File: src/rtl/gpr_wr_if.sv
// Requester-side bus of the register-file write arbiter: stall, per-requester
// request/address/data, and the one-hot grant returned in the same cycle.
interface gpr_wr_if #(
    parameter int NREQ   = 3,
    parameter int ADDR_W = 5,
    parameter int DATA_W = 32
);
    logic                     stall;
    logic [NREQ-1:0]          req;
    logic [NREQ*ADDR_W-1:0]   req_addr;
    logic [NREQ*DATA_W-1:0]   req_data;
    logic [NREQ-1:0]          gnt;

    modport master (
        output stall,
        output req,
        output req_addr,
        output req_data,
        input  gnt
    );

    modport slave (
        input  stall,
        input  req,
        input  req_addr,
        input  req_data,
        output gnt
    );
endinterface

File: src/rtl/gpr_wr_arbiter.sv
// Round-robin arbiter sharing the single register-file write port between
// NREQ write-back sources; the winner's write is registered one cycle later.
module gpr_wr_arbiter #(
    parameter int  NREQ   = 3,
    parameter int  ADDR_W = 5,
    parameter int  DATA_W = 32,
    localparam int PTR_W  = $clog2(NREQ)
) (
    input  logic              clk,
    input  logic              reset,
    gpr_wr_if.slave           bus,
    output logic              WE_,
    output logic [ADDR_W-1:0] WrAddr,
    output logic [DATA_W-1:0] WrData,
    output logic [PTR_W-1:0]  last_gnt
);
    localparam logic [PTR_W:0]   NREQ_L  = (PTR_W+1)'(NREQ);
    localparam logic [PTR_W-1:0] PTR_RST = PTR_W'(NREQ - 1);

    logic [PTR_W-1:0]  ptr_q, ptr_d;
    logic              we_q, we_d;
    logic [ADDR_W-1:0] wr_addr_q, wr_addr_d;
    logic [DATA_W-1:0] wr_data_q, wr_data_d;

    logic              en_s, found_s, hit_s;
    logic [PTR_W-1:0]  win_s;
    logic [PTR_W:0]    sum_s, idx_s;
    logic [NREQ-1:0]   gnt_s;
    logic [ADDR_W-1:0] win_addr_s;
    logic [DATA_W-1:0] win_data_s;

    // Scan from ptr+1 upward; the sum is one bit wider so a non-power-of-two wrap is explicit.
    always_comb begin
        en_s    = ~reset & ~bus.stall;
        found_s = 1'b0;
        win_s   = ptr_q;
        sum_s   = '0;
        idx_s   = '0;
        hit_s   = 1'b0;
        for (int k = 1; k <= NREQ; k++) begin
            sum_s   = {1'b0, ptr_q} + k[PTR_W:0];
            idx_s   = (sum_s >= NREQ_L) ? (sum_s - NREQ_L) : sum_s;
            hit_s   = en_s & ~found_s & bus.req[idx_s[PTR_W-1:0]];
            win_s   = hit_s ? idx_s[PTR_W-1:0] : win_s;
            found_s = found_s | hit_s;
        end
    end

    // One-hot grant, winner payload mux and next state of the write stage.
    always_comb begin
        gnt_s      = '0;
        win_addr_s = '0;
        win_data_s = '0;
        for (int i = 0; i < NREQ; i++) begin
            gnt_s[i]   = found_s & (win_s == PTR_W'(i));
            win_addr_s = gnt_s[i] ? bus.req_addr[i*ADDR_W +: ADDR_W] : win_addr_s;
            win_data_s = gnt_s[i] ? bus.req_data[i*DATA_W +: DATA_W] : win_data_s;
        end
        we_d      = ~found_s;
        wr_addr_d = found_s ? win_addr_s : wr_addr_q;
        wr_data_d = found_s ? win_data_s : wr_data_q;
        ptr_d     = found_s ? win_s      : ptr_q;
    end

    // Write-port registers and round-robin pointer; reset drops any pending write.
    always_ff @(posedge clk) begin
        if (reset) begin
            we_q      <= 1'b1;
            wr_addr_q <= '0;
            wr_data_q <= '0;
            ptr_q     <= PTR_RST;
        end else begin
            we_q      <= we_d;
            wr_addr_q <= wr_addr_d;
            wr_data_q <= wr_data_d;
            ptr_q     <= ptr_d;
        end
    end

    // The pointer always holds the most recent winner, so it doubles as last_gnt.
    assign bus.gnt  = gnt_s;
    assign WE_      = we_q;
    assign WrAddr   = wr_addr_q;
    assign WrData   = wr_data_q;
    assign last_gnt = ptr_q;
endmodule
File: src/flat_wrapper.sv
// flat-port wrapper written by rule: the top's interface ports become plain ports
module gpr_wr_arbiter_flat 
#(
    parameter int  NREQ   = 3,
    parameter int  ADDR_W = 5,
    parameter int  DATA_W = 32,
    localparam int PTR_W  = $clog2(NREQ)
)
  (clk, reset, WE_, WrAddr, WrData, last_gnt, bus_stall, bus_req, bus_req_addr, bus_req_data, bus_gnt);
  gpr_wr_if #(.NREQ(NREQ), .ADDR_W(ADDR_W), .DATA_W(DATA_W)) bus_i ();
  input  logic clk;
  input  logic reset;
  output logic WE_;
  output logic [ADDR_W-1:0] WrAddr;
  output logic [DATA_W-1:0] WrData;
  output logic [PTR_W-1:0] last_gnt;
  input wire logic [$bits(bus_i.stall)-1:0] bus_stall;
  input wire logic [$bits(bus_i.req)-1:0] bus_req;
  input wire logic [$bits(bus_i.req_addr)-1:0] bus_req_addr;
  input wire logic [$bits(bus_i.req_data)-1:0] bus_req_data;
  output wire logic [$bits(bus_i.gnt)-1:0] bus_gnt;
  assign bus_i.stall = bus_stall;
  assign bus_i.req = bus_req;
  assign bus_i.req_addr = bus_req_addr;
  assign bus_i.req_data = bus_req_data;
  assign bus_gnt = bus_i.gnt;
  gpr_wr_arbiter #(.NREQ(NREQ), .ADDR_W(ADDR_W), .DATA_W(DATA_W)) u_core (.clk(clk), .reset(reset), .bus(bus_i), .WE_(WE_), .WrAddr(WrAddr), .WrData(WrData), .last_gnt(last_gnt));
endmodule
File: config.mk
export PLATFORM = sky130hd
export DESIGN_NAME = gpr_wr_arbiter_flat
export DESIGN_NICKNAME = d
export VERILOG_FILES = /design/src/rtl/gpr_wr_if.sv /design/src/rtl/gpr_wr_arbiter.sv /design/src/flat_wrapper.sv
export SDC_FILE = /design/constraint.sdc
export NUM_CORES = 1
export LEC_CHECK = 0
export BUFFER_PORTS_ARGS = -buffer_cell sky130_fd_sc_hd__buf_2
export CAP_MARGIN = 20
export CORE_MARGIN = 2
export CORE_UTILIZATION = 45
export CTS_BUF_LIST = sky130_fd_sc_hd__clkbuf_2 sky130_fd_sc_hd__clkbuf_4 sky130_fd_sc_hd__clkbuf_8
export CTS_CLUSTER_DIAMETER = 120
export DETAILED_ROUTE_END_ITERATION = 7
export MAX_ROUTING_LAYER = met4
export PLACE_DENSITY = 0.95
export SYNTH_ARGS = -nofsm -noshare
export SYNTH_HDL_FRONTEND = slang
export SYNTH_SLANG_ARGS = --single-unit
File: constraint.sdc
create_clock -name clk -period 6.9 [get_ports clk]
set_input_delay 0.69 -clock clk [delete_from_list [all_inputs] [get_ports clk]]
set_output_delay 0.69 -clock clk [all_outputs]
set_load 0.05 [all_outputs]
Word-level counts from Yosys, hierarchy flattened
Cells that the tools add are included.
Widths: inputs -> output; s select.
- bits in registers: 40
- word-level logic and storage cells: 53
- add/sub/neg operators: 6
- magnitude comparators: 6
- eq/ne operators: 2
- muxes and demuxes: 18
- bitwise gates (word level): 16
- reduce and logical (&&, ||, !) cells: 1
- operators by type and width (cell ; count):
    $mux 32 ; 3
    $mux 5 ; 3
    $mux 2 ; 6
    $and 1x1->1 ; 9
    $ge 3x2->1 const B ; 3
    $lt 2x3->1 const B ; 3
    $add 2x2->3 const B ; 2
    $bmux 1 s2 ; 3
    $sub 2x2->2 const B ; 3
    $not 1->1 ; 5
    $add 2x1->3 const B ; 1
    $mux 1 ; 3
    $eq 2x1->1 const B ; 1
    $eq 2x2->1 const B ; 1
    $logic_not 2->1 ; 1
    $or 1x1->1 ; 2

Depth between registers and ports, before layout
Gate-level depths: netlist of run 1.
- word-level depth: 19
- mapped depth: 11
- mapped depth without buffers: 8

Worst setup path after synthesis of run 1
No wires, ideal clock.
- path kind: reg-to-output
- from: register u_core.ptr_q[0], in the netlist u_core.last_gnt[0]
- to: output bus_gnt[0]
- data arrival time: 3.562 ns
- data required time: 6.210 ns
- slack: 2.648 ns
- stages on the path, launching flop included: 11
- path through: dfxtp_1 -> inv_1 -> ha_1 -> buf_2 -> and3b_1 -> nand2_1 -> nand2_1 -> a2111oi_4 -> buf_6 -> buf_6 -> nor3b_1
- word-level cells in the longest chain between the ends: 16
- RTL lines (what ; RTL line ; source):
    start: declaration ; gpr_wr_arbiter.sv:20 ; logic [PTR_W-1:0] ptr_q, ptr_d;
    start signal: assignment ; gpr_wr_arbiter.sv:76 ; ptr_q <= ptr_d;
    $add 2x1->3 ; gpr_wr_arbiter.sv:41 ; sum_s = {1'b0, ptr_q} + k[PTR_W:0];
    $ge 3x2->1 / $sub 2x2->2 (equally long branches) ; gpr_wr_arbiter.sv:42 ; idx_s = (sum_s >= NREQ_L) ? (sum_s - NREQ_L) : sum_s;
    $mux 2 ; gpr_wr_arbiter.sv:42 ;
    $bmux 1 s2 ; gpr_wr_arbiter.sv:43 ; hit_s = en_s & ~found_s & bus.req[idx_s[PTR_W-1:0]];
    $mux 1 (not written as such) ; gpr_wr_arbiter.sv:43 ;
    $and 1x1->1 ; gpr_wr_arbiter.sv:43 ;
    $not 1->1 ; gpr_wr_arbiter.sv:43 ;
    $and 1x1->1 (2 in a row) ; gpr_wr_arbiter.sv:43 ;
    $or 1x1->1 ; gpr_wr_arbiter.sv:45 ; found_s = found_s | hit_s;
    $not 1->1 ; gpr_wr_arbiter.sv:43 ;
    $and 1x1->1 (2 in a row) ; gpr_wr_arbiter.sv:43 ;
    $mux 2 ; gpr_wr_arbiter.sv:44 ; win_s = hit_s ? idx_s[PTR_W-1:0] : win_s;
    $logic_not 2->1 ; gpr_wr_arbiter.sv:55 ; gnt_s[i] = found_s & (win_s == PTR_W'(i));
    $and 1x1->1 * ; gpr_wr_arbiter.sv:55 ;
    end: declaration ; flat_wrapper.sv:21 ; output wire logic [$bits(bus_i.gnt)-1:0] bus_gnt;
Mark *: on every way between the ends. The rest lies on a longest branch, timed or not. The select of a mux whose other input is x is not followed.

Final worst setup path of run 1
Same ends and word-level chain as after synthesis.

==> results of run 1 <==
[per-layer routing]
metal  global-route usage  vias to the layer above  wire length, um
li1                     -                     1139                -
met1                0.274                     1134             2630
met5                    -                        -                0
met3               0.0439                        7              491
met2                0.427                      143             3390
met4               0.0768                        0               78
[cells in the mapped netlist (2+ instances only)]
library cell	number	area [um^2]
inv_1	40	150
nand2b_1	3	18.8
nand2_1	5	18.8
nor3_1	2	10.0
clkbuf_1	2	7.51
buf_4	4	30.0
nor2b_1	2	12.5
dfxtp_1	40	801
a222oi_1	37	370
mux2i_1	38	380
a211oi_1	2	15.0
a21oi_4	2	32.5
nor2_1	2	7.51
buf_6	4	45.0
ha_1	3	37.5
nand3_1	3	15.0
o21ai_0	3	15.0
buf_2	8	40.0
[worst paths after layout]
kind	startpoint	endpoint	slack, ns	cells after the start
worst min register to register	u_core.WrData[5]	u_core.WrData[5]	0.55	2
worst max register to register	u_core.last_gnt[0]	u_core.WrData[11]	3.59	9
worst max-delay path	u_core.last_gnt[0]	bus_gnt[0]	2.94	8
worst min-delay path	u_core.WrData[5]	u_core.WrData[5]	0.55	2
[through the flow]
stage / hold WS (ns) / util / std cells / power [mW]
after floorplan: 0.763 / - / 221 / 0.687
after global placement: 0.521 / 0.631 / 419 / 0.798
after detailed placement: 0.536 / 0.631 / 419 / 0.808
after CTS: 0.555 / 0.648 / 426 / 0.959
after global routing: 0.582 / 0.648 / 426 / 0.999
final: 0.547 / 0.648 / 426 / 0.953
[final cells by class]
cell class / instances / area [um^2]
Tap cell: 54 / 67.6
Sequential cell: 40 / 801
Inverter: 41 / 154
Clock inverter: 1 / 5.00
Timing Repair Buffer: 162 / 818
Multi-Input combinational cell: 122 / 1120
Clock buffer: 6 / 76.3
Fill cell: 390 / 1650
[worst min-delay path: cells and delay by family (launching register included)]
family	cells	cell delay [ns]
flip-flops	1	0.33
multiplexers	1	0.12
AO/OA/AOI/OAI	1	0.06
[power by group]
group          leakage, nW  total [mW]  switching, mW  internal, mW
clock               0.0445       0.147         0.0743        0.0727
sequential           0.332       0.322         0.0330         0.289
combinational         1.45       0.484          0.339         0.145
[sequential cells by signal, summed over array words and instances (netlist names)]
register and count:
u_core.WE_ 1, u_core.WrAddr 5, u_core.WrData 32, u_core.last_gnt 2
[cells by family after synthesis]
kind of cell | Yosys count | share of synthesized area
AOI/OAI and AO/OA | 58 | 0.255
adders and majority gates | 3 | 0.0172
buffers and inverters | 59 | 0.127
DFF | 40 | 0.367
muxes | 38 | 0.174
and+or+nand+nor | 23 | 0.0601
==> flow_metrics.env, run 1 <==
export IMPL_finClkSkew_ns=0.00648
export IMPL_yosys_warnings=0
export IMPL_rsz0062_at_grt="no"
export IMPL_tightest_slew_ns=1.03
export IMPL_cp_cell_sequence="inv_1 > ha_1 > and3b_1 > nand2_1 > nand2_1 > a2111oi_4 > nor3b_1 > buf_2"
export IMPL_ant_nets=0
export IMPL_synth_seq_cells=40
export IMPL_critical_path_slowest_cell="a2111oi_4"
export IMPL_critPathLaunchType="register"
export IMPL_vias_per_cell=5.69
export IMPL_syn_num_nets=341
export IMPL_grt_max_degree=39
export IMPL_crit_top_cell="nand2_1"
export IMPL_dr_pass1_iters=6
export IMPL_setup_violations=0
export IMPL_ctsHoldBuffers=0
export IMPL_antenna_found_initial=0
export IMPL_worst_skew_pair_late_latency_ns=0.28
export IMPL_fin_crit_sh=0.574
export IMPL_area_delta_synth_final_pct=39.2
export IMPL_critPathMaxStageDelay_ns=0.96
export IMPL_numCtsBuffers=5
export IMPL_cts_resized=0
export IMPL_initial_core_util=0.466
export IMPL_wl_per_cell_um=15.5
export IMPL_cap_viol_max_count=0
export IMPL_p_per_area_nw_per_um2=313
export IMPL_core_area_um2=4690
export IMPL_layout_commonest_cell="buf_2"
export IMPL_slew_viol_final=0
export IMPL_cts_root_buffer_cell="clkbuf_8"
export IMPL_syn_area_um2=2180
export IMPL_dr_total_vias=2423
export IMPL_slew_headroom=0.312
export IMPL_fmax_mhz=252
export IMPL_cp_max_fo=15
export IMPL_post_cts_setup_buffer_count=0
export IMPL_synthCells=221
export IMPL_cts_htree_levels=2
export IMPL_leakage_nw=1.83
export IMPL_path_clk_slew_ns=0.07
export IMPL_synth_edff_count=0
export IMPL_antenna_cells=0
export IMPL_finalInstanceArea_um2=3040
export IMPL_status="completed"
export IMPL_cp_arrival_ns=3.27
export IMPL_placed_area_um2=2960
export IMPL_gp_congestion=1.03
export IMPL_ys_seq_area_frac=0.367
export IMPL_place_ws_ns=3.26
export IMPL_worst_path_buf_inv=2
export IMPL_drive_gt1_frac=0.476
export IMPL_overflow=0
export IMPL_synthArstFlopShare=0
export IMPL_die_area_um2=5430
export IMPL_setup_slack_ns=2.94
export IMPL_cp_top_family="compound AO/OA/AOI/OAI gates"
export IMPL_avgSynthCellArea_um2=9.89
export IMPL_end_kind="output port"
export IMPL_most_common_layout_cells="buf_2 (159), inv_1 (40), dfxtp_1 (40)"
export IMPL_hold_path_class="reg2reg"
export IMPL_layout_nets=492
export IMPL_dp_hpwl_mm=4.82
export IMPL_grt_pass1_wl_mm=10.1
export IMPL_synth_distinct_cells=39
export IMPL_hold_violations=0
export IMPL_ys_flop_type="dfxtp_1"
export IMPL_clockBufferDepth=2
export IMPL_io_pins=160
export IMPL_grt_pass1_vias=2403
export IMPL_critPathRequiredTime_ns=6.21
export IMPL_die_x_um=73.7
export IMPL_grt_usage=0.241
export IMPL_cts_sinks=40
export IMPL_crit_type="reg2out"
export IMPL_drt_iter0_markers=242
export IMPL_die_h_um=73.7
export IMPL_tns_ns=0
export IMPL_cts_tree="done"
export IMPL_finalCriticalPeriod_ns=3.96
export IMPL_postRouteWirelength_mm=6.58
export IMPL_port_buffers=159
export IMPL_drc=0
export IMPL_rows=25
export IMPL_irDropWorstVdd_uv=195
No activity file was read; power rests on OpenSTA's default activity.
==> run 2, diff against run 1 <==
--- a/config.mk
+++ b/config.mk
@@ -5,15 +5,16 @@
 export SDC_FILE = /design/constraint.sdc
 export NUM_CORES = 1
 export LEC_CHECK = 0
+export ABC_AREA = 1
 export BUFFER_PORTS_ARGS = -buffer_cell sky130_fd_sc_hd__buf_2
 export CAP_MARGIN = 20
 export CORE_MARGIN = 2
-export CORE_UTILIZATION = 45
+export CORE_UTILIZATION = 43
 export CTS_BUF_LIST = sky130_fd_sc_hd__clkbuf_2 sky130_fd_sc_hd__clkbuf_4 sky130_fd_sc_hd__clkbuf_8
 export CTS_CLUSTER_DIAMETER = 120
 export DETAILED_ROUTE_END_ITERATION = 7
 export MAX_ROUTING_LAYER = met4
-export PLACE_DENSITY = 0.95
+export PLACE_DENSITY = 0.9
 export SYNTH_ARGS = -nofsm -noshare
 export SYNTH_HDL_FRONTEND = slang
 export SYNTH_SLANG_ARGS = --single-unit
==> constraint.sdc (replaced) <==
create_clock -name clk -period 3.65 [get_ports clk]
set_input_delay 0.365 -clock clk [delete_from_list [all_inputs] [get_ports clk]]
set_output_delay 0.365 -clock clk [all_outputs]
set_load 0.05 [all_outputs]
==> flow_metrics.env, run 2 <==
export IMPL_numCtsBuffers=5
export IMPL_end_kind="output port"
export IMPL_grt_pass1_vias=2627
export IMPL_hold_violations=0
export IMPL_postRouteWirelength_mm=7.82
export IMPL_synth_edff_count=0
export IMPL_critical_path_slowest_cell="nand2_1"
export IMPL_setup_slack_ns=0.352
export IMPL_dr_total_vias=2873
export IMPL_cts_sinks=40
export IMPL_layout_commonest_cell="buf_2"
export IMPL_slew_viol_final=0
export IMPL_synth_commonest_cells="nand2_1 (88), nand4_1 (78), nand3_1 (44), dfxtp_1 (40), buf_2 (16)"
export IMPL_initial_core_util=0.447
export IMPL_hp_start="bus_req_data[45]"
export IMPL_critPathMaxStageDelay_ns=0.53
export IMPL_syn_num_nets=430
export IMPL_slew_headroom=0.528
export IMPL_critPathLaunchType="register"
export IMPL_ys_seq_area_frac=0.350
export IMPL_cts_htree_levels=2
export IMPL_grt_pass1_wl_mm=12.5
export IMPL_synthCells=310
export IMPL_crit_type="reg2out"
export IMPL_path_clk_slew_ns=0.09
export IMPL_wl_per_cell_um=14.9
export IMPL_critPathRequiredTime_ns=3.28
export IMPL_synth_top_area_share=0.350
export IMPL_cts_root_buffer_cell="clkbuf_8"
export IMPL_leakage_nw=1.56
export IMPL_synthArstFlopShare=0
export IMPL_post_cts_setup_buffer_count=0
export IMPL_fmax_mhz=303
export IMPL_finalCriticalPeriod_ns=3.30
export IMPL_layout_nets=574
export IMPL_drc=0
export IMPL_port_buffers=159
export IMPL_cap_viol_max_count=0
export IMPL_area_delta_synth_final_pct=37.4
export IMPL_gp_congestion=0.957
export IMPL_die_h_um=76.9
export IMPL_antenna_cells=0
export IMPL_synth_top_area_cell="dfxtp_1"
export IMPL_ff2ff_path_depth=13
export IMPL_dp_hpwl_mm=5.51
export IMPL_p_per_area_nw_per_um2=969
export IMPL_overflow=0
export IMPL_r2r_start="u_core.last_gnt[0]"
export IMPL_clockBufferDepth=2
export IMPL_die_x_um=76.9
export IMPL_drive_gt1_frac=0.418
export IMPL_worstHoldPathCells=3
export IMPL_ctsHoldBuffers=0
export IMPL_syn_area_um2=2280
export IMPL_dr_pass1_iters=4
export IMPL_antenna_found_initial=0
export IMPL_cp_cell_sequence="inv_1 > ha_1 > inv_2 > nand2_2 > nand3_2 > nand2_2 > nand3_4 > nand3_1 > nand3_1 > nand2_1 > and2_1 > buf_2"
export IMPL_avgSynthCellArea_um2=7.37
export IMPL_worst_skew_pair_late_latency_ns=0.29
export IMPL_io_pins=160
export IMPL_yosys_warnings=0
export IMPL_synthTopCellsByArea="dfxtp_1 (35%), nand4_1 (21%), nand2_1 (14%)"
export IMPL_core_area_um2=5110
export IMPL_largest_reg_flops=32
export IMPL_cts_resized=0
export IMPL_hold_path_class="in2reg"
export IMPL_irDropWorstVdd_uv=730
export IMPL_fin_crit_sh=0.904
export IMPL_cts_tree="done"
export IMPL_drt_iter0_markers=184
export IMPL_grt_max_degree=39
export IMPL_grt_usage=0.263
export IMPL_finClkSkew_ns=0.00603
export IMPL_die_area_um2=5910
export IMPL_place_ws_ns=0.665
export IMPL_cp_max_fo=20
export IMPL_vias_per_cell=5.47
export IMPL_setup_violations=0
export IMPL_most_common_layout_cells="buf_2 (159), nand2_1 (88), nand4_1 (78)"
export IMPL_tns_ns=0
export IMPL_synth_seq_cells=40
export IMPL_yosysMostFrequentCell="nand2_1"
export IMPL_crit_start="u_core.last_gnt[0]"
export IMPL_synth_distinct_cells=23
export IMPL_ant_nets=0
export IMPL_tightest_slew_ns=0.706
export IMPL_status="completed"
export IMPL_cp_arrival_ns=2.93
export IMPL_rows=26
export IMPL_ys_flop_type="dfxtp_1"
export IMPL_rsz0062_at_grt="no"
-- run 2: area by class of cell --
class,instances,area [um^2]
clock buffers,5,68.8
clock inverters,3,42.5
fillers,471,1970
inverters,11,43.8
multi-input cells,232,1260
flip-flops and latches,40,801
well taps,70,87.6
repair buffers,164,833
-- run 2: final timing paths --
| kind | endpoint | slack, ns |
|---|---|---|
| max reg2reg | u_core.WrData[4] | 0.83 |
| min reg2reg | u_core.WrData[13] | 0.48 |
| min | u_core.WrData[13] | 0.29 |
| max | bus_gnt[0] | 0.35 |
-- run 2: kinds of logic (layout without fill, tap and decap cells) --
| kind of cell | Yosys count | in the layout | synth area share |
|---|---|---|---|
| compound gates | 3 | 3 | 0.00986 |
| fa+ha+maj | 3 | 3 | 0.0164 |
| simple gates | 226 | 226 | 0.523 |
| buf+inv | 38 | 183 | 0.100 |
| flops | 40 | 40 | 0.350 |
-- run 2: metrics by stage --
| stage | std cells | instance area [um^2] | utilization | hold slack, ns | power (mW) |
|---|---|---|---|---|---|
| final | 525 | 3140 | 0.615 | 0.295 | 3.04 |
| after CTS | 525 | 3140 | 0.615 | 0.285 | 3.05 |
| after global placement | 517 | 3030 | 0.593 | 0.458 | 2.64 |
| after floorplan | 310 | 2280 | - | 0.434 | 2.31 |
| after global routing | 525 | 3140 | 0.615 | 0.290 | 3.23 |
| after detailed placement | 517 | 3030 | 0.593 | 0.459 | 2.69 |
-- run 2: per-layer routing --
layer / GRT usage / wire [um] / vias up
li1: - / - / 1394
met1: 0.311 / 3200 / 1313
met2: 0.475 / 3910 / 158
met3: 0.0424 / 645 / 8
met4: 0.0491 / 59 / 0
met5: - / 0 / -
-- run 2: critical path: cells and delay by family (launching register included) --
family,cells,cell delay (ns)
adders and majority gates,1,0.42
buffers and inverters,3,0.49
DFF,1,0.40
and+or+nand+nor,8,1.32
-- run 2: report_power, final --
| group | internal (mW) | switching (mW) |
|---|---|---|
| Sequential | 0.617 | 0.0837 |
| Clock | 0.202 | 0.161 |
| Combinational | 0.488 | 1.49 |
| Total | 1.31 | 1.73 |
==> run 3, diff against run 2 <==
--- a/config.mk
+++ b/config.mk
@@ -5,11 +5,10 @@
 export SDC_FILE = /design/constraint.sdc
 export NUM_CORES = 1
 export LEC_CHECK = 0
-export ABC_AREA = 1
 export BUFFER_PORTS_ARGS = -buffer_cell sky130_fd_sc_hd__buf_2
 export CAP_MARGIN = 20
 export CORE_MARGIN = 2
-export CORE_UTILIZATION = 43
+export CORE_UTILIZATION = 42
 export CTS_BUF_LIST = sky130_fd_sc_hd__clkbuf_2 sky130_fd_sc_hd__clkbuf_4 sky130_fd_sc_hd__clkbuf_8
 export CTS_CLUSTER_DIAMETER = 120
 export DETAILED_ROUTE_END_ITERATION = 7
==> flow_metrics.env, run 3 (synthesis results as in run 1) <==
export IMPL_finClkSkew_ns=0.00402
export IMPL_dr_pass1_iters=8
export IMPL_swShare=0.445
export IMPL_grt_pass1_vias=2526
export IMPL_cts_sinks=40
export IMPL_cts_root_buffer_cell="clkbuf_8"
export IMPL_numCtsBuffers=5
export IMPL_drc=0
export IMPL_rsz0062_at_grt="no"
export IMPL_layout_nets=496
export IMPL_status="completed"
export IMPL_worst_skew_pair_late_latency_ns=0.28
export IMPL_die_h_um=76.1
export IMPL_hp_start="bus_req_data[73]"
export IMPL_cts_htree_levels=2
export IMPL_antenna_found_initial=0
export IMPL_leakage_nw=1.88
export IMPL_clockBufferDepth=2
export IMPL_multi_input_area_um2=1120
export IMPL_ctsHoldBuffers=0
export IMPL_area_delta_synth_final_pct=44.3
export IMPL_most_common_layout_cells="buf_2 (159), inv_1 (40), dfxtp_1 (40)"
export IMPL_post_cts_setup_buffer_count=0
export IMPL_place_ws_ns=0.779
export IMPL_cap_viol_max_count=0
export IMPL_p_per_area_nw_per_um2=611
export IMPL_io_pins=160
export IMPL_fmax_mhz=309
export IMPL_cp_max_fo=19
export IMPL_p_int_mw=1.07
export IMPL_tightest_slew_ns=0.578
export IMPL_end_kind="output port"
export IMPL_crit_start="u_core.last_gnt[0]"
export IMPL_critPathMaxStageDelay_ns=0.46
export IMPL_critical_path_slowest_cell="ha_1"
export IMPL_initial_core_util=0.430
export IMPL_pwr_share_seq=0.315
export IMPL_gp_congestion=1.00
export IMPL_die_x_um=76.1
export IMPL_grt_usage=0.228
export IMPL_grt_pass1_wl_mm=10.6
export IMPL_vias_per_cell=5.55
export IMPL_overflow=0
export IMPL_drive_gt1_frac=0.485
export IMPL_tns_ns=0
export IMPL_critPathRequiredTime_ns=3.28
export IMPL_largest_reg_flops=32
export IMPL_dr_total_vias=2483
export IMPL_setup_violations=0
export IMPL_slew_headroom=0.614
export IMPL_fin_crit_sh=0.885
export IMPL_cp_cell_sequence="inv_1 > ha_1 > and3b_1 > nand2_1 > nand2_1 > a2111oi_4 > buf_4 > o21ai_4 > inv_1 > buf_2"
export IMPL_layout_commonest_cell="buf_2"
export IMPL_irDropWorstVdd_uv=433
export IMPL_grt_max_degree=23
export IMPL_port_buffers=159
export IMPL_rows=26
export IMPL_p_sw_mw=0.857
export IMPL_slew_viol_final=0
export IMPL_setup_slack_ns=0.418
export IMPL_critPathLaunchType="register"
export IMPL_core_area_um2=5070
export IMPL_regArea_um2=801
export IMPL_cts_tree="done"
export IMPL_hold_path_class="in2reg"
export IMPL_antenna_cells=0
export IMPL_cts_resized=0
export IMPL_clkPwrFrac=0.205
export IMPL_crit_type="reg2out"
export IMPL_hold_violations=0
export IMPL_r2r_start="u_core.last_gnt[0]"
export IMPL_finalCriticalPeriod_ns=3.23
export IMPL_drt_iter0_markers=261
export IMPL_fillers=428
export IMPL_dp_hpwl_mm=5.12
export IMPL_wl_per_cell_um=14.9
export IMPL_ant_nets=0
export IMPL_die_area_um2=5790
export IMPL_comb_power_share=0.480
export IMPL_postRouteWirelength_mm=6.67
export IMPL_cp_arrival_ns=2.87
export IMPL_path_clk_slew_ns=0.08
==> run 3: power groups by stage <==
stage | registers, mW | logic (mW) | clock network (mW)
after floorplan | 0.988 | 0.313 | 0
after global placement | 0.609 | 0.908 | 0
after detailed placement | 0.612 | 0.925 | 0
after CTS | 0.605 | 0.926 | 0.402
after global routing | 0.617 | 0.977 | 0.417
final | 0.607 | 0.925 | 0.395
==> run 3: area by class of cell <==
type	instances	share of cell area
clock inverter	1	0.00952
clock buffer	7	0.0306
multi-input combinational	122	0.356
sequential	40	0.254
inverter	41	0.0488
tap	70	0.0278
timing repair buffer	166	0.273
==> run 3: path summary, 6_finish.rpt <==
kind / endpoint / slack [ns] / cells past startpoint
max reg2reg: u_core.WrData[18] / 0.78 / 9
min: u_core.WrData[9] / 0.31 / 3
max: bus_gnt[2] / 0.42 / 10
min reg2reg: u_core.WrAddr[3] / 0.55 / 2
==> run 3: routing by layer <==
layer	global-route usage	vias up	wire [um]
li1	-	1150	-
met1	0.262	1170	2590
met2	0.394	153	3390
met3	0.0355	10	568
met4	0.100	0	116
met5	-	-	0
==> run 3: critical path, delay by kind of cell, from the launching register on <==
| family | cells | cell delay, ns |
|---|---|---|
| AOI/OAI and AO/OA | 2 | 0.48 |
| adders and majority gates | 1 | 0.46 |
| buffers and inverters | 4 | 0.77 |
| and+or+nand+nor | 3 | 0.45 |
| DFF | 1 | 0.41 |
==> run 3: through the flow <==
| step | cell area (um^2) | power, mW | hold slack (ns) | cells | util |
|---|---|---|---|---|---|
| 3_5_place_dp | 3030 | 1.54 | 0.536 | 439 | 0.596 |
| 5_1_grt | 3150 | 2.01 | 0.307 | 447 | 0.621 |
| 2_1_floorplan | 2190 | 1.30 | 0.438 | 221 | - |
| 4_1_cts | 3150 | 1.93 | 0.297 | 447 | 0.621 |
| 6_report | 3150 | 1.93 | 0.307 | 447 | 0.621 |
| 3_3_place_gp | 3030 | 1.52 | 0.523 | 439 | 0.596 |
